$ cat src/rtl/demux_pkg.sv
// Shared constants for the 1-to-2 buffered demultiplexer.
// The DEMUX_CNT_EN macro controls the per-port transfer counters.
package demux_pkg;

    localparam int BUF_DEPTH = 2;
    localparam int CNT_W     = 16;

    localparam logic PORT_A = 1'b0;
    localparam logic PORT_B = 1'b1;

    // Pointers are 1 bit wide, so stepping past the last slot wraps back to slot 0.
    function automatic logic ptr_inc(input logic ptr);
        return ~ptr;
    endfunction

endpackage

$ cat src/rtl/demux_out_buf.sv
// One 2-entry output buffer: a push/full side and a valid/data/ready side.
// When DEMUX_CNT_EN is defined, the out_cnt output counts completed pops.
module demux_out_buf
    import demux_pkg::*;
#(
    parameter int WIDTH = 8,
    parameter int DEPTH = BUF_DEPTH
) (
    input  logic             clk,
    input  logic             rst_n,
    input  logic             push,
    input  logic [WIDTH-1:0] push_data,
    output logic             full,
    output logic             out_valid,
    output logic [WIDTH-1:0] out_data,
    input  logic             out_ready
`ifdef DEMUX_CNT_EN
    ,
    output logic [CNT_W-1:0] out_cnt
`endif
);

    logic [WIDTH-1:0] mem_q [BUF_DEPTH];
    logic [WIDTH-1:0] mem_d [BUF_DEPTH];
    logic             wr_ptr_q, wr_ptr_d;
    logic             rd_ptr_q, rd_ptr_d;
    logic [1:0]       count_q, count_d;
    logic [WIDTH-1:0] data_q, data_d;
    logic             do_push;
    logic             do_pop;

    assign full      = (count_q == 2'(DEPTH));
    assign out_valid = (count_q != 2'd0);
    assign out_data  = data_q;
    assign do_push   = push && !full;
    assign do_pop    = out_valid && out_ready;

    always_comb begin
        mem_d    = mem_q;
        wr_ptr_d = wr_ptr_q;
        rd_ptr_d = rd_ptr_q;
        count_d  = count_q;
        data_d   = data_q;

        if (do_push) begin
            mem_d[wr_ptr_q] = push_data;
            wr_ptr_d        = ptr_inc(wr_ptr_q);
        end
        if (do_pop) begin
            rd_ptr_d = ptr_inc(rd_ptr_q);
        end

        case ({do_push, do_pop})
            2'b10:   count_d = count_q + 2'd1;
            2'b01:   count_d = count_q - 2'd1;
            default: count_d = count_q;
        endcase

        // The head is registered so the output keeps its last value once the buffer drains.
        if (count_d != 2'd0) begin
            data_d = mem_d[rd_ptr_d];
        end
    end

    always_ff @(posedge clk or negedge rst_n) begin
        if (!rst_n) begin
            for (int i = 0; i < BUF_DEPTH; i++) begin
                mem_q[i] <= '0;
            end
            wr_ptr_q <= 1'b0;
            rd_ptr_q <= 1'b0;
            count_q  <= 2'd0;
            data_q   <= '0;
        end else begin
            mem_q    <= mem_d;
            wr_ptr_q <= wr_ptr_d;
            rd_ptr_q <= rd_ptr_d;
            count_q  <= count_d;
            data_q   <= data_d;
        end
    end

`ifdef DEMUX_CNT_EN
    logic [CNT_W-1:0] cnt_q, cnt_d;

    always_comb begin
        cnt_d = cnt_q;
        if (do_pop) begin
            cnt_d = cnt_q + 1'b1;
        end
    end

    always_ff @(posedge clk or negedge rst_n) begin
        if (!rst_n) begin
            cnt_q <= '0;
        end else begin
            cnt_q <= cnt_d;
        end
    end

    assign out_cnt = cnt_q;
`endif

endmodule

$ cat src/rtl/demux1to2_buf.sv
// 1-to-2 valid/ready demultiplexer with an independent 2-entry buffer per output.
// Defining DEMUX_CNT_EN adds the A_cnt/B_cnt completed-transfer counters.
module demux1to2_buf
    import demux_pkg::*;
#(
    parameter int WIDTH = 8,
    parameter int DEPTH = 2
) (
    input  logic             clk,
    input  logic             rst_n,
    input  logic             Sel,
    input  logic             in_valid,
    input  logic [WIDTH-1:0] in_data,
    output logic             in_ready,
    output logic             A_valid,
    output logic [WIDTH-1:0] A_data,
    input  logic             A_ready,
    output logic             B_valid,
    output logic [WIDTH-1:0] B_data,
    input  logic             B_ready
`ifdef DEMUX_CNT_EN
    ,
    output logic [CNT_W-1:0] A_cnt,
    output logic [CNT_W-1:0] B_cnt
`endif
);

    logic a_full, b_full;
    logic push_a, push_b;

    // Readiness follows only the selected buffer's occupancy; there is no pass-through.
    assign in_ready = (Sel == PORT_B) ? !b_full : !a_full;
    assign push_a   = in_valid && in_ready && (Sel == PORT_A);
    assign push_b   = in_valid && in_ready && (Sel == PORT_B);

    demux_out_buf #(.WIDTH(WIDTH), .DEPTH(DEPTH)) u_buf_a (
        .clk       (clk),
        .rst_n     (rst_n),
        .push      (push_a),
        .push_data (in_data),
        .full      (a_full),
        .out_valid (A_valid),
        .out_data  (A_data),
        .out_ready (A_ready)
`ifdef DEMUX_CNT_EN
        ,
        .out_cnt   (A_cnt)
`endif
    );

    demux_out_buf #(.WIDTH(WIDTH), .DEPTH(DEPTH)) u_buf_b (
        .clk       (clk),
        .rst_n     (rst_n),
        .push      (push_b),
        .push_data (in_data),
        .full      (b_full),
        .out_valid (B_valid),
        .out_data  (B_data),
        .out_ready (B_ready)
`ifdef DEMUX_CNT_EN
        ,
        .out_cnt   (B_cnt)
`endif
    );

endmodule

$ cat config.mk
export PLATFORM = sky130hd
export DESIGN_NAME = demux1to2_buf
export DESIGN_NICKNAME = d
export VERILOG_FILES = /design/src/rtl/demux_pkg.sv /design/src/rtl/demux_out_buf.sv /design/src/rtl/demux1to2_buf.sv
export SDC_FILE = /design/constraint.sdc
export NUM_CORES = 1
export LEC_CHECK = 0
export BUFFER_PORTS_ARGS = -buffer_cell sky130_fd_sc_hd__buf_2
export CAP_MARGIN = 20
export CORE_MARGIN = 5
export CORE_UTILIZATION = 56
export DETAILED_ROUTE_END_ITERATION = 16
export GPL_TIMING_DRIVEN = 0
export MAX_ROUTING_LAYER = met4
export PLACE_DENSITY_LB_ADDON = 0.1
export SETUP_SLACK_MARGIN = 0.4
export SKIP_CTS_REPAIR_TIMING = 1
export SYNTH_ARGS = -nofsm -noshare
export SYNTH_HDL_FRONTEND = slang
export SYNTH_SLANG_ARGS = --single-unit
export TNS_END_PERCENT = 30
$ cat constraint.sdc
create_clock -name clk -period 3.1 [get_ports clk]
set_input_delay 0.155 -clock clk [delete_from_list [all_inputs] [get_ports clk]]
set_output_delay 0.155 -clock clk [all_outputs]
set_load 0.02 [all_outputs]
==> results of run 1 <==
placed cells by master (no fill, tap or decap):
master / instances
a21oi_1: 1
and3b_1: 1
buf_12: 1
buf_2: 36
buf_6: 1
clkbuf_1: 1
clkbuf_2: 2
clkbuf_8: 5
dfrtp_1: 56
dlygate4sd3_1: 1
ha_1: 2
inv_1: 35
mux2i_1: 32
nand2_1: 18
nand2_2: 1
nand2b_1: 4
nand3_1: 2
nand4_1: 1
nor2_1: 3
nor2b_1: 2
nor3_1: 1
nor3_4: 1
nor3b_1: 2
nor4bb_1: 4
o21ai_1: 2
o221ai_1: 8
o221ai_2: 8
or2_1: 1
or2_2: 2
or3_1: 2
xnor2_1: 7
xor2_1: 3
critical path: cells and delay by family (launching register included):
| kind | cells | cell delay, ns |
|---|---|---|
| adder cells (fa/ha/maj) | 1 | 0.38 |
| flip-flops | 1 | 0.33 |
| buffers and inverters | 3 | 0.68 |
| AND/OR/NAND/NOR | 5 | 0.83 |
| AO/OA/AOI/OAI | 1 | 0.14 |
cell families (layout without fill, tap and decap cells):
group | after synthesis | count (layout)
compound gates | 19 | 19
fa+ha+maj | 2 | 2
mux | 32 | 32
simple gates | 45 | 45
buf+inv | 43 | 82
flops | 56 | 56
xor+xnor | 10 | 10
per-stage QoR:
stage | utilization | cells
6_report | 0.646 | 298
5_1_grt | 0.646 | 298
4_1_cts | 0.643 | 297
3_5_place_dp | 0.627 | 292
3_3_place_gp | 0.622 | 291
2_1_floorplan | - | 207
registers in the layout, summed over array words and instances, names as in the netlist:
register / count
u_buf_a.mem_q: 16
u_buf_b.mem_q: 16
u_buf_a.out_data: 8
u_buf_b.out_data: 8
u_buf_a.count_q: 2
u_buf_b.count_q: 2
u_buf_a.rd_ptr_q: 1
u_buf_a.wr_ptr_q: 1
u_buf_b.rd_ptr_q: 1
u_buf_b.wr_ptr_q: 1
worst paths after layout:
path                                                   end  cells past startpoint  slack [ns]                       startpoint
max                        u_buf_b.out_data[5]$_DFFE_PN0P_                     10        0.62     u_buf_b.count_q[0]$_DFF_PN0_
min                             u_buf_a.mem_q[1]$_DFF_PN0_                      3        0.14                       in_data[1]
max reg2reg                u_buf_b.out_data[5]$_DFFE_PN0P_                     10        0.62     u_buf_b.count_q[0]$_DFF_PN0_
min reg2reg                u_buf_b.out_data[0]$_DFFE_PN0P_                      2        0.49  u_buf_b.out_data[0]$_DFFE_PN0P_
max in group asynchronous  u_buf_b.out_data[0]$_DFFE_PN0P_                      3        2.20                            rst_n
min in group asynchronous     u_buf_b.wr_ptr_q$_DFFE_PN0N_                      2        0.34                            rst_n
power by group:
group | switching (mW) | total (mW) | internal, mW | leakage (nW)
sequential | 0.155 | 1.27 | 1.11 | 0.674
clock | 0.205 | 0.351 | 0.146 | 0.0359
combinational | 0.922 | 1.57 | 0.644 | 0.747
area by class of cell:
| type | count | area [um^2] | share of cell area |
|---|---|---|---|
| inverters | 35 | 131 | 0.0470 |
| well taps | 52 | 65.1 | 0.0233 |
| plain buffers | 8 | 45.0 | 0.0161 |
| repair buffers | 34 | 190 | 0.0680 |
| flip-flops and latches | 56 | 1400 | 0.501 |
| clock buffers | 5 | 68.8 | 0.0246 |
| multi-input cells | 108 | 893 | 0.320 |
routing by layer:
layer,part of all wire,GRT usage
met1,0.46,0.229
met2,0.48,0.264
met3,0.046,0.0508
met4,0.013,0.0490
met5,0,-
==> results.json, run 1 <==
{
  "status": "finished clean",
  "path_class": "flip-flop to flip-flop",
  "finalWirelength_mm": 4.41,
  "hold_viol": 0,
  "synthAdderAreaFrac": 0.0101,
  "postSynthCellCount": 207,
  "dr.pass1.iters": 4,
  "finalClockSkew_ns": 0.00840,
  "dp_slack_ns": 0.560,
  "slowest_stage": "ha_1",
  "critPathMaxStageDelay_ns": 0.38,
  "die_y_um": 76.4,
  "ctsHtreeMaxLevel": 2,
  "tightestPinTransition_ns": 0.594,
  "grt_util_all_layers": 0.174,
  "yosysTopAreaCellShare": 0.568,
  "cp-start-kind": "flip-flop",
  "worstPathRequired_ns": 3.27,
  "root_buffer": "clkbuf_8",
  "cts_buffers": 5,
  "synth_area_leaders": "dfrtp_1 (57%), mux2i_1 (13%), inv_1 (5.3%)",
  "vdd_ir_drop_max_v": 0.000541,
  "ys_seq_elements": 56,
  "ioPinCount": 33,
  "cts_num_sinks": 56,
  "place_congestion": 0.783,
  "syn_to_final_growth_pct": 13.3,
  "grt_max_degree": 37,
  "yosys_warnings": 0,
  "leakage_nw": 1.46,
  "fin_nets": 264,
  "drv_cap": 0,
  "async_flop_share": 1.00,
  "cp.arrival_ns": 2.65,
  "drtIter0Drc": 49,
  "setup_tns_ns": 0,
  "synth-simple-area-share": 0.102,
  "die_x_um": 76.4,
  "num_rows": 24,
  "antenna_found_initial": 0,
  "dieArea_mm2": 0.00583,
  "synth.avg_cell_area_um2": 11.9,
  "seq_area_frac_synth": 0.568,
  "synth.net_count": 223,
  "grt_pass1_wl_mm": 7.87,
  "placed_cell_area_mm2": 0.00271,
  "synth-edff-count": 0,
  "drive_gt1_frac": 0.232,
  "nFillCells": 355,
  "synth_common_cells": "dfrtp_1 (56), inv_1 (35), mux2i_1 (32), nand2_1 (19)",
  "yosys.cell_count.top_type": "dfrtp_1",
  "fin_ws_ns": 0.622,
  "path_cells": "buf_2 -> nand2b_1 -> nand3_1 -> ha_1 -> nor4bb_1 -> or3_1 -> buf_2 -> nand2b_1 -> buf_2 -> o221ai_2",
  "final_area_mm2": 0.00280,
  "max_slew_margin": 0.603,
  "num_vias": 1561,
  "clk_latency_ns": 0.30,
  "core_mm2": 0.00432,
  "cts_tree": "built",
  "fin_crit_ns": 2.48,
  "synth_area_mm2": 0.00247,
  "drc": 0,
  "path_common_cell": "buf_2",
  "slew_violations": 0,
  "ys_types": 29,
  "synth_xor_area_frac": 0.0355,
  "power.density_mw_per_mm2": 1140,
  "timing.final.crit_share": 0.799,
  "critPathMaxFanout": 10,
  "yosys_most_used_dff": "dfrtp_1",
  "synth_top_family_by_area": "multiplexers",
  "finalHoldWorstSlack_ns": 0.141,
  "via_per_inst": 5.24,
  "wire_per_inst_um": 14.8,
  "first_global_vias": 1671,
  "critPathCaptureType": "flip-flop",
  "finalPower_mw": 3.18,
  "setup_violations": 0,
  "io_buffers": 32,
  "dp_hpwl_mm": 3.17,
  "synthMuxAreaShare": 0.130,
  "grt_overflow": 0,
  "initial_utilization": 0.570,
  "cts_buffer_depth": 2,
  "rsz0062_at_grt": "no",
  "hold_class": "primary input to flip-flop",
  "ant_nets": 0,
  "cts.clk_slew.worst_paths_ns": 0.09,
  "synth_compound_gate_area_share": 0.0832,
  "num_antenna_cells": 0,
  "timing.fmax_mhz": 403,
  "synth_top_cell_by_area": "dfrtp_1"
}
(Power assumes the default switching activity.)
==> run 2: changes to the inputs <==
Clock period 3.1 ns to 2.3 ns, I/O delays scaled along.
==> run 2 against run 1 <==
Total power grew 61%. Combinational power increased by 68%. Clock power up 110%. Clock-buffer cell count did not move. Final area up 12%. Sequential share of layout area shrank 5.4 points. Fmax rose by 15%. Setup slack worse by 0.48 ns. Largest power group unchanged. Register-to-register slack got worse by 0.48 ns. Global-route usage shrank 0.54 points. Clock skew decreased by 0.00068 ns. First-iteration DRC count increased by 43%.
==> results.json, run 2 (synthesis results as in run 1) <==
{
  "cts_buffer_depth": 2,
  "rsz0062_at_grt": "yes",
  "cp.arrival_ns": 2.40,
  "status": "finished clean",
  "ioPinCount": 33,
  "num_rows": 24,
  "wire_per_inst_um": 15.6,
  "cts_buffers": 5,
  "grt_pass1_wl_mm": 7.62,
  "finalPower_mw": 5.12,
  "final_cell_mix": "dfrtp_1 (54), buf_2 (33), inv_1 (33)",
  "r2r_setup_slack_ns": 0.14,
  "drtIter0Drc": 70,
  "root_buffer": "clkbuf_8",
  "r2r_end": "u_buf_b.out_data[5]$_DFFE_PN0P_",
  "cts_num_sinks": 56,
  "io_buffers": 32,
  "r2r_cells": 10,
  "initial_utilization": 0.570,
  "nFillCells": 336,
  "timing.fmax_mhz": 463,
  "grt_util_all_layers": 0.168,
  "syn_to_final_growth_pct": 27.2,
  "worstPathRequired_ns": 2.53,
  "via_per_inst": 5.23,
  "clk_latency_ns": 0.31,
  "drv_cap": 0,
  "num_vias": 1621,
  "crit_end": "u_buf_b.out_data[5]$_DFFE_PN0P_",
  "cts_tree": "built",
  "num_antenna_cells": 0,
  "drive_gt1_frac": 0.372,
  "core_mm2": 0.00432,
  "die_y_um": 76.4,
  "fin_util": 0.725,
  "finalWirelength_mm": 4.85,
  "grt_max_degree": 40,
  "drc": 0,
  "slew_violations": 0,
  "max_slew_margin": 0.586,
  "reg_top3": "u_buf_a.mem_q (16), u_buf_b.mem_q (16)",
  "dp_slack_ns": -0.113,
  "mostFrequentLayoutCell": "dfrtp_1",
  "first_global_vias": 1606,
  "hold_class": "primary input to flip-flop",
  "dr.pass1.iters": 4,
  "finalClockSkew_ns": 0.00772,
  "antenna_found_initial": 0,
  "leakage_nw": 1.60,
  "fin_ws_ns": 0.138,
  "ant_nets": 0,
  "fin_nets": 274,
  "cts.clk_slew.worst_paths_ns": 0.10,
  "worstSetupStartpoint": "u_buf_b.count_q[0]$_DFF_PN0_",
  "tightestPinTransition_ns": 0.619,
  "critPathCaptureType": "flip-flop",
  "dp_hpwl_mm": 3.14,
  "place_congestion": 0.734,
  "hold_viol": 0,
  "vdd_ir_drop_max_v": 0.000998,
  "timing.final.crit_share": 0.940,
  "die_x_um": 76.4,
  "power.density_mw_per_mm2": 1630,
  "path_class": "flip-flop to flip-flop",
  "cp-start-kind": "flip-flop",
  "critPathMaxFanout": 8,
  "fin_crit_ns": 2.16,
  "setup_violations": 0,
  "ctsHtreeMaxLevel": 2,
  "dieArea_mm2": 0.00583,
  "finalHoldWorstSlack_ns": 0.0985,
  "grt_overflow": 0,
  "r2r_start": "u_buf_b.count_q[0]$_DFF_PN0_"
}
-- run 2: changes by cell type in the layout (fill, tap and decap cells not counted), moves of 3 or more --
cell      delta
buf_4       +11
nand2_1      -6
nand2_2      +5
o221ai_1     -5
o221ai_2     +5
buf_6        +4
buf_2        -3
-- run 2: worst min-delay path by stage --
stage	end	depth (start not counted)	slack, ns	from
3_5_place_dp	u_buf_b.count_q[0]$_DFF_PN0_	1	0.08	rst_n
6_report	u_buf_a.mem_q[11]$_DFF_PN0_	3	0.1	in_data[3]
2_1_floorplan	u_buf_a.count_q[0]$_DFF_PN0_	0	-0.18	rst_n
3_3_place_gp	u_buf_a.mem_q[7]$_DFF_PN0_	3	0.42	in_data[7]
4_1_cts	u_buf_b.count_q[0]$_DFF_PN0_	1	-0.27	rst_n
5_1_grt	u_buf_a.mem_q[11]$_DFF_PN0_	3	0.11	in_data[3]
-- run 2: power by group --
group	leakage (nW)	internal [mW]	switching, mW
logic	0.860	1.21	1.43
clock network	0.0642	0.428	0.306
registers	0.672	1.50	0.241
-- run 2: metrics by stage --
| stage | setup TNS [ns] | area, um^2 | instances |
|---|---|---|---|
| finish | 0 | 3140 | 310 |
| global route | 0 | 3140 | 310 |
| CTS | -0.828 | 2900 | 299 |
| detailed placement | -0.747 | 2770 | 292 |
| global placement | -0.141 | 2750 | 291 |
| floorplan | 0 | 2520 | 207 |
-- run 2: critical path: stages (launching register included) --
cell	delay [ns]
dfrtp_1	0.38
buf_6	0.13
o21ai_4	0.15
inv_2	0.06
ha_4	0.28
nor4bb_1	0.05
or3_1	0.38
buf_6	0.13
or2_1	0.21
buf_6	0.15
o221ai_2	0.16
-- run 2: cell type report --
class | instances | area, um^2 | share of cell area
multi-input cells | 108 | 1070 | 0.340
flip-flops and latches | 56 | 1400 | 0.448
plain buffers | 8 | 76.3 | 0.0243
clock inverters | 2 | 60.1 | 0.0191
clock buffers | 5 | 68.8 | 0.0219
repair buffers | 44 | 265 | 0.0846
inverters | 35 | 131 | 0.0419
well taps | 52 | 65.1 | 0.0207
-- run 2: layer usage --
metal / routed length (um) / track usage / vias up
li1: - / - / 794
met1: 2390 / 0.238 / 798
met2: 2250 / 0.240 / 23
met3: 154 / 0.0461 / 6
met4: 56 / 0.0472 / 0
met5: 0 / - / -
==> run 3: changes to the inputs <==
Settings changed: RECOVER_POWER set to 25.
==> run 3 against run 2 <==
Sequential power about the same. Via count up 0.19%. Combinational power about the same. Core utilization about the same. First-iteration DRC count unchanged. Total power about the same. Register-to-register slack about the same.
==> results.json, run 3 (synthesis results as in run 1) <==
{
  "status": "finished clean",
  "die_y_um": 76.4,
  "grt_overflow": 0,
  "num_rows": 24,
  "dieArea_mm2": 0.00583,
  "critPathMaxFanout": 8,
  "nFillCells": 337,
  "hold_class": "primary input to flip-flop",
  "num_antenna_cells": 0,
  "dr.pass1.iters": 4,
  "hold_viol": 0,
  "worstPathRequired_ns": 2.53,
  "initial_utilization": 0.570,
  "tightestPinTransition_ns": 1.09,
  "cts_num_sinks": 56,
  "final_cell_mix": "dfrtp_1 (54), inv_1 (33), buf_2 (32), mux2i_1 (32), o221ai_2 (13)",
  "critPathCaptureType": "flip-flop",
  "timing.fmax_mhz": 463,
  "dp_slack_ns": -0.113,
  "reg_top3": "u_buf_a.mem_q (16), u_buf_b.mem_q (16)",
  "drv_cap": 0,
  "path_common_cell": "buf_6",
  "slowest_stage": "dfrtp_1",
  "cts.clk_slew.worst_paths_ns": 0.10,
  "first_global_vias": 1606,
  "root_buffer": "clkbuf_8",
  "slew_violations": 0,
  "cp.arrival_ns": 2.40,
  "finalHoldWorstSlack_ns": 0.0987,
  "rsz0062_at_grt": "yes",
  "ant_nets": 0,
  "drive_gt1_frac": 0.368,
  "timing.final.crit_share": 0.940,
  "antenna_found_initial": 0,
  "clk_latency_ns": 0.31,
  "ctsHtreeMaxLevel": 2,
  "grt_pass1_wl_mm": 7.62,
  "vdd_ir_drop_max_v": 0.000998,
  "via_per_inst": 5.24,
  "power.density_mw_per_mm2": 1630,
  "fin_nets": 274,
  "final_area_mm2": 0.00314,
  "grt_max_degree": 40,
  "finalClockSkew_ns": 0.00772,
  "grt_util_all_layers": 0.168,
  "place_congestion": 0.734,
  "fin_crit_ns": 2.16,
  "setup_violations": 0,
  "cp-start-kind": "flip-flop",
  "finalPower_mw": 5.12,
  "num_vias": 1624,
  "finalWirelength_mm": 4.85,
  "io_buffers": 32,
  "syn_to_final_growth_pct": 27.1,
  "core_mm2": 0.00432,
  "dp_hpwl_mm": 3.14,
  "drtIter0Drc": 70,
  "placed_cell_area_mm2": 0.00277,
  "cts_tree": "built",
  "cts_buffers": 5,
  "cts_buffer_depth": 2,
  "drc": 0,
  "die_x_um": 76.4,
  "r2r_setup_slack_ns": 0.14,
  "mostFrequentLayoutCell": "dfrtp_1",
  "wire_per_inst_um": 15.6,
  "path_class": "flip-flop to flip-flop",
  "fin_ws_ns": 0.138,
  "ioPinCount": 33,
  "path_cells": "buf_6 -> o21ai_4 -> inv_2 -> ha_4 -> nor4bb_1 -> or3_1 -> buf_6 -> or2_1 -> buf_6 -> o221ai_2",
  "leakage_nw": 1.59,
  "max_slew_margin": 0.274,
  "critPathMaxStageDelay_ns": 0.38,
  "setup_tns_ns": 0
}
==> run 3: layout make-up <==
type	count	area [um^2]	share of cell area
Buffer	8	76.3	0.0243
Clock buffer	5	68.8	0.0219
Clock inverter	2	60.1	0.0192
Inverter	35	131	0.0419
Multi-Input combinational cell	108	1070	0.340
Sequential cell	56	1400	0.448
Tap cell	52	65.1	0.0208
Timing Repair Buffer	44	264	0.0842
==> run 3: report_power, final <==
part	switching, mW	internal [mW]
Clock	0.306	0.428
Combinational	1.43	1.20
Sequential	0.241	1.50
Total	1.98	3.14
==> run 3: layer usage <==
metal	global-route usage	vias up	routed length, um
li1	-	793	-
met1	0.238	802	2400
met2	0.240	23	2240
met3	0.0461	6	154
met4	0.0472	0	56
met5	-	-	0
==> run 3: critical path: cells and delay by family, from the launching register on <==
kind,cells,cell delay [ns]
simple gates,3,0.64
fa+ha+maj,1,0.28
buf+inv,4,0.47
flops,1,0.38
compound gates,2,0.31
==> run 3: stage by stage <==
stage,util,std cells
after detailed placement,0.641,292
final,0.725,310
after global routing,0.725,310
after global placement,0.636,291
after CTS,0.670,299
after floorplan,-,207
==> run 3: worst paths after layout <==
check	startpoint	end	depth (start not counted)
max reg2reg	u_buf_b.count_q[0]$_DFF_PN0_	u_buf_b.out_data[5]$_DFFE_PN0P_	10
max in group asynchronous	rst_n	u_buf_a.out_data[1]$_DFFE_PN0P_	3
max	u_buf_b.count_q[0]$_DFF_PN0_	u_buf_b.out_data[5]$_DFFE_PN0P_	10
min reg2reg	u_buf_a.mem_q[11]$_DFF_PN0_	u_buf_a.mem_q[11]$_DFF_PN0_	2
min	in_data[3]	u_buf_a.mem_q[11]$_DFF_PN0_	3
min in group asynchronous	rst_n	u_buf_b.count_q[0]$_DFF_PN0_	2
